===== config.mk =====
export PLATFORM = sky130hd
export DESIGN_NAME = keypad_operand_entry
export DESIGN_NICKNAME = d
export VERILOG_FILES = /design/src/rtl/keypad_operand_entry.sv
export SDC_FILE = /design/constraint.sdc
export NUM_CORES = 1
export LEC_CHECK = 0
export CAP_MARGIN = 20
export CORE_UTILIZATION = 40
export DETAILED_ROUTE_END_ITERATION = 12
export HOLD_SLACK_MARGIN = 0.03
export PLACE_DENSITY_LB_ADDON = 0.05
export SLEW_MARGIN = 20
export SYNTH_ARGS = -nofsm -noshare
export SYNTH_HDL_FRONTEND = slang
export SYNTH_SLANG_ARGS = --single-unit

===== constraint.sdc =====
create_clock -name clk -period 5.1 [get_ports clk]
set_input_delay 1.275 -clock clk [delete_from_list [all_inputs] [get_ports clk]]
set_output_delay 1.275 -clock clk [all_outputs]
set_load 0.02 [all_outputs]

===== src/rtl/keypad_operand_entry.sv =====
// Registered keypad operand entry: decodes keycodes, assembles hex digits and emits operand/opcode pulses.
// Optional build macro KEYPAD_LEADZERO_SUPPRESS_EN: ignore a 0 digit typed while the entry is empty.
module keypad_operand_entry #(
   parameter int DIGITS = 4,
   parameter int CW     = $clog2(DIGITS + 1)
) (
   input  logic                clk,
   input  logic                rst_n,
   input  logic                newkey,
   input  logic [4:0]          keycode,
   output logic [4*DIGITS-1:0] entry,
   output logic [CW-1:0]       ndigits,
   output logic                full,
   output logic                emit_valid,
   output logic [4*DIGITS-1:0] emit_operand,
   output logic [1:0]          emit_opcode,
   output logic                emit_eq,
   output logic                overflow,
   output logic                clear
);

   localparam int W = 4 * DIGITS;

   localparam logic [1:0] OP_ADD = 2'b00;
   localparam logic [1:0] OP_MUL = 2'b01;
   localparam logic [1:0] OP_SUB = 2'b10;

   localparam logic [4:0] K_ADD = 5'b01010;
   localparam logic [4:0] K_SUB = 5'b00011;
   localparam logic [4:0] K_MUL = 5'b00010;
   localparam logic [4:0] K_BS  = 5'b00001;
   localparam logic [4:0] K_CLR = 5'b01001;
   localparam logic [4:0] K_EQ  = 5'b00100;

   typedef enum logic [1:0] {EMPTY, ENTRY, FULL} state_t;

   state_t        state_q, state_d;
   logic [W-1:0]  entry_q, entry_d;
   logic [CW-1:0] n_q, n_d;
   logic [1:0]    op_q, op_d;
   logic [W-1:0]  emit_operand_q, emit_operand_d;
   logic [1:0]    emit_opcode_q, emit_opcode_d;
   logic          emit_valid_q, emit_valid_d;
   logic          emit_eq_q, emit_eq_d;
   logic          overflow_q, overflow_d;
   logic          clear_q, clear_d;
   logic          full_q, full_d;
   logic          lead_zero;

`ifdef KEYPAD_LEADZERO_SUPPRESS_EN
   assign lead_zero = (state_q == EMPTY) && (keycode[3:0] == 4'h0);
`else
   assign lead_zero = 1'b0;
`endif

   always_ff @(posedge clk or negedge rst_n) begin
      if (!rst_n) begin
         state_q        <= EMPTY;
         entry_q        <= '0;
         n_q            <= '0;
         op_q           <= OP_ADD;
         emit_operand_q <= '0;
         emit_opcode_q  <= OP_ADD;
         emit_valid_q   <= 1'b0;
         emit_eq_q      <= 1'b0;
         overflow_q     <= 1'b0;
         clear_q        <= 1'b0;
         full_q         <= 1'b0;
      end else begin
         state_q        <= state_d;
         entry_q        <= entry_d;
         n_q            <= n_d;
         op_q           <= op_d;
         emit_operand_q <= emit_operand_d;
         emit_opcode_q  <= emit_opcode_d;
         emit_valid_q   <= emit_valid_d;
         emit_eq_q      <= emit_eq_d;
         overflow_q     <= overflow_d;
         clear_q        <= clear_d;
         full_q         <= full_d;
      end
   end

   always_comb begin
      state_d        = state_q;
      entry_d        = entry_q;
      n_d            = n_q;
      op_d           = op_q;
      emit_operand_d = emit_operand_q;
      emit_opcode_d  = emit_opcode_q;
      emit_valid_d   = 1'b0;
      emit_eq_d      = 1'b0;
      overflow_d     = 1'b0;
      clear_d        = 1'b0;

      if (newkey) begin
         if (keycode[4]) begin
            if (state_q == FULL) begin
               overflow_d = 1'b1;
            end else if (!lead_zero) begin
               // Shift left one nibble; the newest digit becomes least significant.
               entry_d = W'({entry_q, keycode[3:0]});
               n_d     = n_q + CW'(1);
               state_d = (n_q + CW'(1) == CW'(DIGITS)) ? FULL : ENTRY;
            end
         end else begin
            case (keycode)
               K_ADD, K_SUB, K_MUL: begin
                  if (state_q != EMPTY) begin
                     emit_valid_d   = 1'b1;
                     emit_operand_d = entry_q;
                     emit_opcode_d  = op_q;
                  end
                  op_d    = (keycode == K_ADD) ? OP_ADD :
                            (keycode == K_SUB) ? OP_SUB : OP_MUL;
                  entry_d = '0;
                  n_d     = '0;
                  state_d = EMPTY;
               end
               K_EQ: begin
                  emit_valid_d   = 1'b1;
                  emit_eq_d      = 1'b1;
                  emit_operand_d = entry_q;
                  emit_opcode_d  = op_q;
                  op_d           = OP_ADD;
                  entry_d        = '0;
                  n_d            = '0;
                  state_d        = EMPTY;
               end
               K_BS: begin
                  if (state_q != EMPTY) begin
                     entry_d = entry_q >> 4;
                     n_d     = n_q - CW'(1);
                     state_d = (n_q == CW'(1)) ? EMPTY : ENTRY;
                  end
               end
               K_CLR: begin
                  clear_d = 1'b1;
                  op_d    = OP_ADD;
                  entry_d = '0;
                  n_d     = '0;
                  state_d = EMPTY;
               end
               default: ;
            endcase
         end
      end

      full_d = (state_d == FULL);
   end

   assign entry        = entry_q;
   assign ndigits      = n_q;
   assign full         = full_q;
   assign emit_valid   = emit_valid_q;
   assign emit_operand = emit_operand_q;
   assign emit_opcode  = emit_opcode_q;
   assign emit_eq      = emit_eq_q;
   assign overflow     = overflow_q;
   assign clear        = clear_q;

endmodule


==> results.sh <==
export IMPL_status="complete, no violations"
export IMPL_min_period_ns=3.49
export IMPL_grt_pass1_vias=1548
export IMPL_syn_to_final_growth_pct=25.8
export IMPL_synth_flop_cell="dfrtp_1"
export IMPL_grtUsageTotal_pct=17.1
export IMPL_skew_ns=0.00819
export IMPL_rows=26
export IMPL_ant_nets=0
export IMPL_numPortBuffers=49
export IMPL_firstDrtPassIters=4
export IMPL_cp_required_ns=5.28
export IMPL_clk_pin_slew_ns=0.08
export IMPL_cts_buffer_depth=2
export IMPL_hold_viol=0
export IMPL_crit_fanout=19
export IMPL_rsz0062_at_grt="false"
export IMPL_core_um2=5270
export IMPL_post_dp_hpwl_um=3180
export IMPL_crit_cells=6
export IMPL_slew_headroom_pct=37.1
export IMPL_fillCellCount=479
export IMPL_place_inst=303
export IMPL_overflow=0
export IMPL_post_cts_resize_count=0
export IMPL_cts_tree="built"
export IMPL_cts_setup_buffers=0
export IMPL_critPathTopFamily="simple AND/OR/NAND/NOR gates"
export IMPL_chipWidth_um=77.0
export IMPL_r2r_cells=5
export IMPL_cts_buffers=5
export IMPL_yosysTopAreaCell="dfrtp_1"
export IMPL_setup_violations=0
export IMPL_cts_htree_levels=2
export IMPL_syn_area_per_cell_um2=11.5
export IMPL_grt_pass1_wl_um=7950
export IMPL_min_path_cells=1
export IMPL_post_layout_nonfiller_instances=311
export IMPL_critPathSlowestCell="nand3b_1"
export IMPL_syn_inst=196
export IMPL_yosysWarnings=0
export IMPL_ir_drop_mv=0.193
export IMPL_pin_count=50
export IMPL_fin_util_pct=53.7
export IMPL_antenna_found_initial=0
export IMPL_die_h_um=77.0
export IMPL_wl_met3_um=311
export IMPL_dieArea_um2=5920
export IMPL_synth_async_reset_ratio_pct=100
export IMPL_n_antenna_cell=0
export IMPL_synth_top_area_share_pct=51.2
export IMPL_worstSkewPairLatency_ns=0.29
export IMPL_power_per_cell_area_nw_per_um2=423
export IMPL_synth_distinct_cells=40
export IMPL_top_layer="met4"
export IMPL_synthesis_area_um2=2250
export IMPL_tightestPinTransition_ns=0.940
export IMPL_synthTopCellsByCount="dfrtp_1, nand2_1, mux2_2"
export IMPL_crit_type="input pin to register"
export IMPL_hold_class="register to register"
export IMPL_drc=0
export IMPL_period_share_pct=68.5
export IMPL_grt_max_degree=47
export IMPL_drv_slew=0
export IMPL_wl_met1_um=2210
export IMPL_critPathLaunchType="input pin"
export IMPL_drive_gt1_share_pct=16.6
export IMPL_maxCapViolations=0
export IMPL_wl_per_cell_um=15.0
export IMPL_synth_seq_cells=46
export IMPL_setup_tns_ns=0
export IMPL_ys_seq_area_share_pct=51.2
export IMPL_cts_root_buf="clkbuf_8"
export IMPL_nets=252
export IMPL_gp_routability_congestion=0.740
export IMPL_fmax_mhz=286
export IMPL_via_count=1665
export IMPL_endpoint_kind="register"
export IMPL_synthMostInstantiatedCell="dfrtp_1"
export IMPL_syn_nets=208
export IMPL_synth_edf_count=0
export IMPL_wl_met2_um=2090
export IMPL_postCtsHoldBufs=0
export IMPL_crit_buf_inv=1
export IMPL_viasPerCell=5.35
export IMPL_clock_sink_count=46
export IMPL_path_cells="clkdlybuf4s50_1 > nor3b_1 > a31oi_1 > o32ai_1 > nand3b_1 > mux2_2"
export IMPL_synth_area_leaders="dfrtp_1, mux2_2, mux2i_1, nand2_1, o31ai_1"
export IMPL_start_util_pct=42.6
export IMPL_drt_first_iter_violations=121
export IMPL_wl_um=4670
export IMPL_cp_arrival_ns=3.67
export IMPL_critPathMaxStageDelay_ns=0.68
export IMPL_leakage_uw=0.00127
report_power, final:
group          leakage, µW  switching [µW]  internal [µW]
clock network    0.0000482             117            109
logic             0.000607             225            223
registers         0.000614            76.4            446
total              0.00127             419            778
placed cells by master, fill, tap and decap left out, types with 5 or more instances in the layout:
master and instances:
a21oi_1 5, clkbuf_8 6, clkdlybuf4s50_1 48, dfrtp_1 46
inv_1 6, mux2_2 19, mux2i_1 12, nand2_1 28
nor2_1 7, o31ai_1 13
sequential cells by signal, indices dropped and copies added (netlist names):
signal	cells
clear	1
emit_valid	1
emit_opcode	2
overflow	1
state_q	2
emit_operand	16
ndigits	3
op_q	2
full	1
emit_eq	1
entry	16
final timing paths:
kind                                        from          endpoint  slack, ns
worst min-delay path            emit_operand[11]  emit_operand[11]       0.51
worst min register to register  emit_operand[11]  emit_operand[11]       0.51
worst max register to register        state_q[0]   emit_operand[0]       2.82
min in group asynchronous                  rst_n          entry[7]       0.98
worst max-delay path                  keycode[2]   emit_operand[0]       1.61
max in group asynchronous                  rst_n          overflow       3.74
cells by family after synthesis:
group | count (synthesis) | share of synthesized area [%]
AO/OA/AOI/OAI | 39 | 13.8
XOR/XNOR | 1 | 0.390
adder cells (fa/ha/maj) | 4 | 2.23
buffers and inverters | 21 | 5.85
flip-flops | 46 | 51.2
multiplexers | 31 | 14.9
AND/OR/NAND/NOR | 54 | 11.7
area by class of cell:
type	count	area, µm²	area share [%]
Sequential cell	46	1150	40.7
Multi-Input combinational cell	129	965	34.1
Timing Repair Buffer	52	510	18.1
Tap cell	70	87.6	3.10
Clock buffer	7	86.3	3.05
Inverter	6	22.5	0.796
Clock inverter	1	5.00	0.177
layer usage:
layer	global-route usage, %	vias up
li1	-	787
met1	23.8	805
met2	25.4	67
met3	4.40	6
met4	6.54	0
met5	0	-
metrics by stage:
stage	total power, µW	hold WS (ns)	cell area (µm²)	setup WS [ns]
after floorplan	775	0.475	2250	2.31
after global placement	966	0.487	2730	1.34
after detailed placement	981	0.494	2730	1.24
after CTS	1210	0.515	2830	1.57
after global routing	1270	0.534	2830	1.41
final	1200	0.509	2830	1.61
(Power assumes the default switching activity.)
